==> src/rtl/key_led_ctrl.sv <==
// key_led_ctrl: single-button LED sequencer.
// The raw active-low key is synchronised, debounced into a one-cycle
// key_flag per press, and each press steps the mode FSM
// OFF -> ON -> SLOW blink -> FAST blink -> OFF.
// The FSM state is exported directly on the mode output.
// There is no handshake: key_flag is a plain one-cycle strobe with no
// acknowledge, consumed by the FSM on the following clock edge.
module key_led_ctrl #(
  parameter int CNT_DEB  = 999_999,
  parameter int CNT_SLOW = 24_999_999,
  parameter int CNT_FAST = 4_999_999
) (
  input  logic       sys_clk,
  input  logic       sys_rst_n,
  input  logic       key_in,
  output logic       led_out,
  output logic [1:0] mode,
  output logic       key_flag
);

  localparam int DEB_W   = $clog2(CNT_DEB + 1);
  localparam int BLK_MAX = (CNT_SLOW > CNT_FAST) ? CNT_SLOW : CNT_FAST;
  localparam int BLK_W   = $clog2(BLK_MAX);

  localparam logic [DEB_W-1:0] DEB_TC  = DEB_W'(CNT_DEB);
  localparam logic [DEB_W-1:0] DEB_PRE = DEB_W'(CNT_DEB - 1);
  localparam logic [BLK_W-1:0] SLOW_TC = BLK_W'(CNT_SLOW - 1);
  localparam logic [BLK_W-1:0] FAST_TC = BLK_W'(CNT_FAST - 1);

  typedef enum logic [1:0] {
    MODE_OFF  = 2'd0,
    MODE_ON   = 2'd1,
    MODE_SLOW = 2'd2,
    MODE_FAST = 2'd3
  } mode_t;

  mode_t            state;
  mode_t            state_nxt;
  logic             key_s1;
  logic             key_s;
  logic [DEB_W-1:0] cnt_deb;
  logic [BLK_W-1:0] cnt_blk;
  logic [BLK_W-1:0] cnt_blk_nxt;
  logic [BLK_W-1:0] blk_tc;
  logic             led_nxt;

  assign mode = state;

  // Two-flop synchroniser; resets to the released (high) level so a key
  // held through reset is seen as a fresh press.
  always_ff @(posedge sys_clk or negedge sys_rst_n) begin
    if (!sys_rst_n) begin
      key_s1 <= 1'b1;
      key_s  <= 1'b1;
    end else begin
      key_s1 <= key_in;
      key_s  <= key_s1;
    end
  end

  // Debounce counter: counts consecutive low samples and saturates, so a
  // held key gives exactly one key_flag; any high sample restarts it.
  always_ff @(posedge sys_clk or negedge sys_rst_n) begin
    if (!sys_rst_n) begin
      cnt_deb  <= '0;
      key_flag <= 1'b0;
    end else if (key_s) begin
      cnt_deb  <= '0;
      key_flag <= 1'b0;
    end else begin
      if (cnt_deb < DEB_TC) begin
        cnt_deb <= cnt_deb + DEB_W'(1);
      end
      key_flag <= (cnt_deb == DEB_PRE);
    end
  end

  // Mode state register.
  always_ff @(posedge sys_clk or negedge sys_rst_n) begin
    if (!sys_rst_n) begin
      state <= MODE_OFF;
    end else begin
      state <= state_nxt;
    end
  end

  // Next mode: advance one step per key_flag, wrapping FAST back to OFF.
  always_comb begin
    state_nxt = state;
    if (key_flag) begin
      case (state)
        MODE_OFF:  state_nxt = MODE_ON;
        MODE_ON:   state_nxt = MODE_SLOW;
        MODE_SLOW: state_nxt = MODE_FAST;
        MODE_FAST: state_nxt = MODE_OFF;
        default:   state_nxt = MODE_OFF;
      endcase
    end
  end

  // Next LED level and blink count; a mode change overrides the terminal
  // count so a press mid-blink restarts the period with the LED lit.
  always_comb begin
    led_nxt     = led_out;
    cnt_blk_nxt = '0;
    blk_tc      = (state == MODE_SLOW) ? SLOW_TC : FAST_TC;
    if (key_flag) begin
      led_nxt     = (state_nxt != MODE_OFF);
      cnt_blk_nxt = '0;
    end else begin
      case (state)
        MODE_OFF: begin
          led_nxt     = 1'b0;
          cnt_blk_nxt = '0;
        end
        MODE_ON: begin
          led_nxt     = 1'b1;
          cnt_blk_nxt = '0;
        end
        MODE_SLOW, MODE_FAST: begin
          if (cnt_blk == blk_tc) begin
            cnt_blk_nxt = '0;
            led_nxt     = ~led_out;
          end else begin
            cnt_blk_nxt = cnt_blk + BLK_W'(1);
          end
        end
        default: begin
          led_nxt     = 1'b0;
          cnt_blk_nxt = '0;
        end
      endcase
    end
  end

  // LED and blink counter registers.
  always_ff @(posedge sys_clk or negedge sys_rst_n) begin
    if (!sys_rst_n) begin
      led_out <= 1'b0;
      cnt_blk <= '0;
    end else begin
      led_out <= led_nxt;
      cnt_blk <= cnt_blk_nxt;
    end
  end

endmodule

==> config.mk <==
export PLATFORM = sky130hd
export DESIGN_NAME = key_led_ctrl
export DESIGN_NICKNAME = d
export VERILOG_FILES = /design/src/rtl/key_led_ctrl.sv
export SDC_FILE = /design/constraint.sdc
export NUM_CORES = 1
export LEC_CHECK = 0
export ABC_AREA = 1
export BUFFER_PORTS_ARGS = -buffer_cell sky130_fd_sc_hd__clkbuf_2
export CORE_MARGIN = 1
export CORE_UTILIZATION = 50
export DETAILED_ROUTE_END_ITERATION = 6
export PLACE_DENSITY = 0.66
export SLEW_MARGIN = 10
export SYNTH_ARGS = -nofsm -noshare
export SYNTH_HDL_FRONTEND = slang
export SYNTH_SLANG_ARGS = --single-unit
==> constraint.sdc <==
create_clock -name sys_clk -period 2.78 [get_ports sys_clk]
set_clock_uncertainty 0.15 [all_clocks]
set_input_delay 0.556 -clock sys_clk [delete_from_list [all_inputs] [get_ports sys_clk]]
set_output_delay 0.556 -clock sys_clk [all_outputs]
set_load 0.005 [all_outputs]
==> impl_metrics.env, run 1 <==
export IMPL_status="finished, violations left"
export IMPL_violations="DRC"
export IMPL_start_util_pct=51.8
export IMPL_worst_setup_path_start_kind="flip-flop"
export IMPL_gp_congestion=0.902
export IMPL_dp_cells=546
export IMPL_cts_max_path_buffers=2
export IMPL_max_stage_delay_ps=450
export IMPL_synth_warnings=0
export IMPL_max_slew_margin_pct=61.3
export IMPL_maxSlewViolCount=0
export IMPL_met2_usage_pct=39.0
export IMPL_cts_buffers=5
export IMPL_fillerInstances=627
export IMPL_synth_fa_ha_area_share_pct=2.68
export IMPL_synthDistinctLibCells=29
export IMPL_ant_nets=0
export IMPL_cts_root_buf="clkbuf_8"
export IMPL_grt_overflow_total=0
export IMPL_hold_viol=0
export IMPL_dieArea_um2=6860
export IMPL_worst_pin_slew_ps=576
export IMPL_use_met1_pct=28.5
export IMPL_final_nets=486
export IMPL_coreArea_um2=6310
export IMPL_cap_violations=0
export IMPL_drt_first_pass_iters=6
export IMPL_multi_input_comb_area_um2=1730
export IMPL_required_ps=2820
export IMPL_ys_ff_latch=51
export IMPL_synth_simple_area_share_pct=42.2
export IMPL_grt_setup_unrepaired="false"
export IMPL_clk_pin_slew_ps=100
export IMPL_synth_xor_area_share_pct=4.56
export IMPL_fp_dieW_um=82.8
export IMPL_met3_usage_pct=3.58
export IMPL_synth_nets=478
export IMPL_most_common_layout_cells="142 x nand2_1, 94 x nor2_1, 49 x dfrtp_1"
export IMPL_drt_iter0_drc=129
export IMPL_cts_sinks=51
export IMPL_p_total_mw=1.30
export IMPL_avgSynthCellArea_um2=6.98
export IMPL_dpl_hpwl_um=5250
export IMPL_syn_area_um2=3270
export IMPL_grt_busiest_layer="met2"
export IMPL_worstPathMaxFanout=17
export IMPL_drive_gt1_share_pct=7.35
export IMPL_rows=29
export IMPL_grt_pass1_wl_um=12900
export IMPL_synthMuxAreaShare_pct=0
export IMPL_hold_class="input pin to asynchronous set/reset pin"
export IMPL_crit_slowest_cell="dfrtp_1"
export IMPL_setup_violations=0
export IMPL_postCtsSetupBuffers=0
export IMPL_cts_tree="yes"
export IMPL_worst_path_most_repeated_cell="nand2_1"
export IMPL_cp_end_kind="flip-flop"
export IMPL_path_class="flip-flop to flip-flop"
export IMPL_num_antenna_cells=0
export IMPL_final_common_cell="nand2_1"
export IMPL_seq_area_frac_synth_pct=39.1
export IMPL_grt_total_usage_pct=22.9
export IMPL_crit_chain="ha_1 > nand3_1 > inv_1 > nand3_2 > nand3_4 > nand2_4 > nand2_1 > nand2_1"
export IMPL_io_buffers=6
export IMPL_cts_hold_buffers_added=0
export IMPL_h_tree_depth=2
export IMPL_final_util_pct=54.4
export IMPL_synth_compound_area_share_pct=3.68
export IMPL_grt_max_degree=26
export IMPL_final_seq_area_um2=1280
export IMPL_synth_top_family_by_area="simple AND/OR/NAND/NOR gates"
export IMPL_vdd_drop_max_mv=0.268
export IMPL_post_synth_inst_count=468
export IMPL_p_leak_nw=1.49
export IMPL_setup_tns_final_ps=0
export IMPL_finalCritPeriodShare_pct=71.9
export IMPL_antenna_found_initial=0
export IMPL_die_h_um=82.8
export IMPL_cts_resized=0
export IMPL_routed_wl_um=7000
export IMPL_fin_cells=553
export IMPL_arrival_ps=2040
export IMPL_route_vias_total=2858
export IMPL_wl_per_cell_um=12.7
export IMPL_period_minus_slack_ps=2000
export IMPL_syn_to_final_growth_pct=5.05
export IMPL_drcViolationCount=2
export IMPL_io_pins=7
export IMPL_routed_via_density=5.17
export IMPL_max_freq_mhz=501
export IMPL_power_density_nw_per_um2=380
export IMPL_clkLatencyLatePin_ps=310
export IMPL_grt_pass1_vias=2868
-- cells by family after synthesis --
group,count (synthesis)
AND/OR/NAND/NOR,319
XOR/XNOR,17
flip-flops,51
adder cells (fa/ha/maj),7
buffers and inverters,53
AO/OA/AOI/OAI,21
-- synthesized netlist by cell type --
library cell | n | area [um^2]
ha_1 | 7 | 87.6
dfstp_2 | 2 | 52.6
o21bai_1 | 6 | 45.0
nor3b_1 | 1 | 7.51
nor3_1 | 7 | 35.0
nand2_1 | 142 | 533
nand3_1 | 48 | 240
xnor2_1 | 4 | 35.0
nand3_2 | 2 | 20.0
buf_4 | 2 | 15.0
nand2_4 | 1 | 11.3
nor2_1 | 94 | 353
or2_2 | 1 | 6.26
o21ai_1 | 1 | 5.00
inv_1 | 44 | 165
nand4_1 | 10 | 62.6
buf_6 | 1 | 11.3
clkbuf_8 | 3 | 41.3
a21oi_1 | 7 | 35.0
xor2_1 | 13 | 114
nand2_2 | 3 | 18.8
dfrtp_1 | 49 | 1230
o21ai_0 | 7 | 35.0
buf_8 | 1 | 15.0
nand3_4 | 1 | 17.5
nor2_4 | 3 | 33.8
nor2_2 | 5 | 31.3
nand3b_1 | 1 | 7.51
inv_2 | 2 | 7.51
-- power by group --
group	total, mW	switching (mW)	leakage [nW]	internal [mW]
Sequential	0.757	0.00934	0.703	0.747
Combinational	0.0351	0.0272	0.741	0.00790
Clock	0.512	0.249	0.0502	0.263
-- critical path, delay by kind of cell (launching register included) --
kind | cells | cell delay, ps
DFF | 1 | 450
adders and majority gates | 1 | 300
buffers and inverters | 1 | 150
and+or+nand+nor | 6 | 840
-- through the flow --
step	hold WS (ps)	setup slack, ps	instance area, um^2
2_1_floorplan	110	1050	3270
3_3_place_gp	196	863	3330
3_5_place_dp	197	809	3330
4_1_cts	9.29	780	3430
5_1_grt	24.9	553	3430
6_report	2.45	782	3430
-- layout make-up --
| class | instances | share of cell area, % |
|---|---|---|
| multi-input combinational | 364 | 50.5 |
| sequential | 51 | 37.2 |
| inverter | 46 | 5.03 |
| tap | 77 | 2.81 |
| clock buffer | 5 | 2.00 |
| timing repair buffer | 8 | 1.31 |
| clock inverter | 2 | 1.09 |
-- flip-flops by register name (all words and copies together), names as in the netlist --
| name | flops |
|---|---|
| cnt_deb | 20 |
| key_s | 1 |
| mode | 2 |
| cnt_blk | 25 |
| key_s1 | 1 |
| key_flag | 1 |
| led_out | 1 |
-- routing by layer --
metal	share of wire [%]	vias up	routed length, um
met4	2.7	0	187
li1	-	1488	-
met3	2.6	18	183
met5	0	-	0
met1	45	1301	3160
met2	50	51	3470
-- final timing paths --
| path | start | end | slack, ps | depth (start not counted) |
|---|---|---|---|---|
| hold reg to reg | key_s1 | key_s | 210 | 0 |
| setup reg to reg | cnt_deb[0] | cnt_deb[14] | 780 | 8 |
| max in group asynchronous | sys_rst_n | key_s | 1780 | 2 |
| hold / removal | sys_rst_n | cnt_blk[20] | 2 | 1 |
| min in group sys_clk | key_in | key_s1 | 180 | 1 |
| setup / recovery | cnt_deb[0] | cnt_deb[14] | 780 | 8 |
Note: power is estimated with default switching activity, not from simulation.
==> inputs of run 2 (changes only) <==
--- a/config.mk
+++ b/config.mk
@@ -5,12 +5,12 @@
 export SDC_FILE = /design/constraint.sdc
 export NUM_CORES = 1
 export LEC_CHECK = 0
-export ABC_AREA = 1
+export ABC_AREA = 0
 export BUFFER_PORTS_ARGS = -buffer_cell sky130_fd_sc_hd__clkbuf_2
 export CORE_MARGIN = 1
 export CORE_UTILIZATION = 50
 export DETAILED_ROUTE_END_ITERATION = 6
-export PLACE_DENSITY = 0.66
+export PLACE_DENSITY = 0.69
 export SLEW_MARGIN = 10
 export SYNTH_ARGS = -nofsm -noshare
 export SYNTH_HDL_FRONTEND = slang
==> constraint.sdc (replaced) <==
create_clock -name sys_clk -period 1.75 [get_ports sys_clk]
set_clock_uncertainty 0.15 [all_clocks]
set_input_delay 0.35 -clock sys_clk [delete_from_list [all_inputs] [get_ports sys_clk]]
set_output_delay 0.35 -clock sys_clk [all_outputs]
set_load 0.005 [all_outputs]
==> run 2 against run 1 <==
  * The run ends with setup timing left
  * Largest power group unchanged
  * Critical endpoint unchanged
  * Fmax shrank 9.3%
  * Worst hold slack gained 210 ps
  * Combinational power grew 100%
==> impl_metrics.env, run 2 <==
export IMPL_status="finished, violations left"
export IMPL_violations="setup timing"
export IMPL_p_total_mw=2.00
export IMPL_reg2reg_slack_ps=-450
export IMPL_power_density_nw_per_um2=531
export IMPL_worstSetupStartpoint="cnt_deb[13]"
export IMPL_antenna_found_initial=0
export IMPL_yosys_most_used_dff="dfrtp_1"
export IMPL_synthDistinctLibCells=43
export IMPL_grt_pass1_wl_um=10100
export IMPL_period_minus_slack_ps=2200
export IMPL_pre_cts_ws_ps=-467
export IMPL_hold_viol=0
export IMPL_io_buffers=6
export IMPL_vdd_drop_max_mv=0.434
export IMPL_ys_top_cells_by_count="53 x nor2_1, 49 x dfrtp_1, 25 x xor2_1"
export IMPL_routed_wl_um=6360
export IMPL_cap_violations=0
export IMPL_final_common_cell="buf_4"
export IMPL_io_pins=7
export IMPL_p_leak_nw=1.66
export IMPL_path_class="flip-flop to flip-flop"
export IMPL_holdWs_ps=208
export IMPL_cts_root_buf="clkbuf_8"
export IMPL_syn_to_final_growth_pct=39.6
export IMPL_grt_total_usage_pct=23.8
export IMPL_drcViolationCount=0
export IMPL_start_util_pct=52.3
export IMPL_worstPathMaxFanout=5
export IMPL_ys_top_cells_by_area="dfrtp_1 45%, xor2_1 8.1%, nor2_1 7.4%, nand4_1 3.7%, ha_1 3.2%"
export IMPL_arrival_ps=2300
export IMPL_route_vias_total=2374
export IMPL_drt_first_pass_iters=4
export IMPL_max_freq_mhz=454
export IMPL_num_antenna_cells=0
export IMPL_ant_nets=0
export IMPL_maxSlewViolCount=0
export IMPL_largest_register_ffs=25
export IMPL_ys_ff_latch=51
export IMPL_min_from="key_s1"
export IMPL_cts_tree="yes"
export IMPL_grt_setup_unrepaired="true"
export IMPL_cts_buffers=5
export IMPL_cts_max_path_buffers=2
export IMPL_rows=26
export IMPL_reg2reg_from="cnt_deb[13]"
export IMPL_fillerInstances=350
export IMPL_dpl_hpwl_um=3990
export IMPL_final_seq_area_um2=1280
export IMPL_dieArea_um2=5710
export IMPL_worst_setup_path_start_kind="flip-flop"
export IMPL_finalCritPeriodShare_pct=126
export IMPL_largest_register="cnt_blk"
export IMPL_synth_warnings=0
export IMPL_synth_top_cell_by_area="dfrtp_1"
export IMPL_fp_dieW_um=75.5
export IMPL_worst_pin_slew_ps=334
export IMPL_drive_gt1_share_pct=40.8
export IMPL_h_tree_depth=2
export IMPL_grt_overflow_total=0
export IMPL_avgSynthCellArea_um2=9.69
export IMPL_most_common_layout_cells="64 x buf_4, 49 x dfrtp_1, 26 x nor2_1"
export IMPL_final_nets=372
export IMPL_clkLatencyLatePin_ps=310
export IMPL_post_synth_inst_count=279
export IMPL_synth_edf_count=0
export IMPL_async_flop_share_pct=100
export IMPL_coreArea_um2=5170
export IMPL_die_h_um=75.5
export IMPL_final_setup_worst_slack_ps=-453
export IMPL_max_slew_margin_pct=77.5
export IMPL_setup_violations=42
export IMPL_cp_end_kind="flip-flop"
export IMPL_wl_per_cell_um=14.7
export IMPL_drt_iter0_drc=78
export IMPL_routed_via_density=5.48
export IMPL_clk_pin_slew_ps=90
export IMPL_syn_area_um2=2700
export IMPL_multi_input_comb_area_um2=1560
export IMPL_synth_top_cell_area_share_pct=45.3
export IMPL_synth_most_common_cell="nor2_1"
export IMPL_grt_pass1_vias=2330
export IMPL_hold_class="flip-flop to flip-flop"
export IMPL_grt_max_degree=32
export IMPL_seq_area_frac_synth_pct=47.3
export IMPL_required_ps=1850
export IMPL_cts_sinks=51
export IMPL_synth_nets=289
export IMPL_gp_congestion=0.836
==> run 2: changes by cell type in the layout (fill, tap and decap cells not counted), sizes merged, moves of 12 or more <==
| cell | before | now |
|---|---|---|
| buf | 2 | 74 |
| nand2 | 146 | 17 |
| inv | 46 | 8 |
| nor2 | 102 | 53 |
| nand3 | 51 | 15 |
| xor2 | 13 | 25 |
==> run 2: report_power, final <==
| group | leakage, nW | internal [mW] | switching [mW] | total (mW) |
|---|---|---|---|---|
| sequential | 0.703 | 1.19 | 0.0112 | 1.20 |
| combinational | 0.905 | 0.0322 | 0.0392 | 0.0714 |
| clock | 0.0474 | 0.323 | 0.411 | 0.734 |
==> run 2: final timing paths <==
path,to,cells past startpoint
setup / recovery,cnt_deb[14],6
hold / removal,key_s,0
setup reg to reg,cnt_deb[14],6
hold reg to reg,key_s,0
max in group asynchronous,key_s1,3
min in group asynchronous,led_out,3
==> run 2: final cells by class <==
cell class | instances | share of cell area, %
Clock buffer | 6 | 2.19
Inverter | 8 | 0.795
Sequential cell | 51 | 33.9
Timing Repair Buffer | 84 | 19.2
Multi-Input combinational cell | 212 | 41.2
Clock inverter | 2 | 0.431
Tap cell | 70 | 2.32
==> run 2: critical path, cell delays in order, from the launching register on <==
cell and delay (ps):
dfrtp_1 390, or4_4 560, o311ai_4 260, buf_6 150, o211ai_4 90, or4_1 410, a21oi_1 130
==> run 2: logic make-up (layout without fill, tap and decap cells) <==
| logic type | Yosys count | count (layout) | synth area share, % |
|---|---|---|---|
| flip-flops | 51 | 51 | 47.3 |
| AO/OA/AOI/OAI | 28 | 28 | 8.05 |
| XOR/XNOR | 34 | 34 | 11.0 |
| AND/OR/NAND/NOR | 142 | 142 | 27.5 |
| buffers and inverters | 16 | 100 | 2.50 |
| multiplexers | 1 | 1 | 0.416 |
| adder cells (fa/ha/maj) | 7 | 7 | 3.24 |
==> run 2: per-stage QoR <==
stage	TNS (ps)	instance area, um^2	util, %	cells
after detailed placement	-13470	3330	64.5	410
final	-14050	3770	73.0	433
after global routing	-16970	3770	73.0	433
after floorplan	-10850	2760	-	279
after CTS	-13490	3620	70.1	430
after global placement	-13240	3330	64.5	410
==> run 2: per-layer routing <==
layer	track usage, %	part of all wire [%]	vias up
met1	27.6	44	1170
met2	41.7	51	37
met3	5.03	2.4	16
li1	-	-	1151
met4	12.3	2.5	0
met5	0	0	-
==> run 2: what timing repair did <==
item | in CTS | in global routing
setup endpoints to repair | 44 | 47
hold endpoints to repair | 50 | 0
pin swaps | 10 | 15
setup buffers | 9 | 5
resized for setup | 17 | 38
hold buffers | 2 | 0
gates cloned | 1 | 2
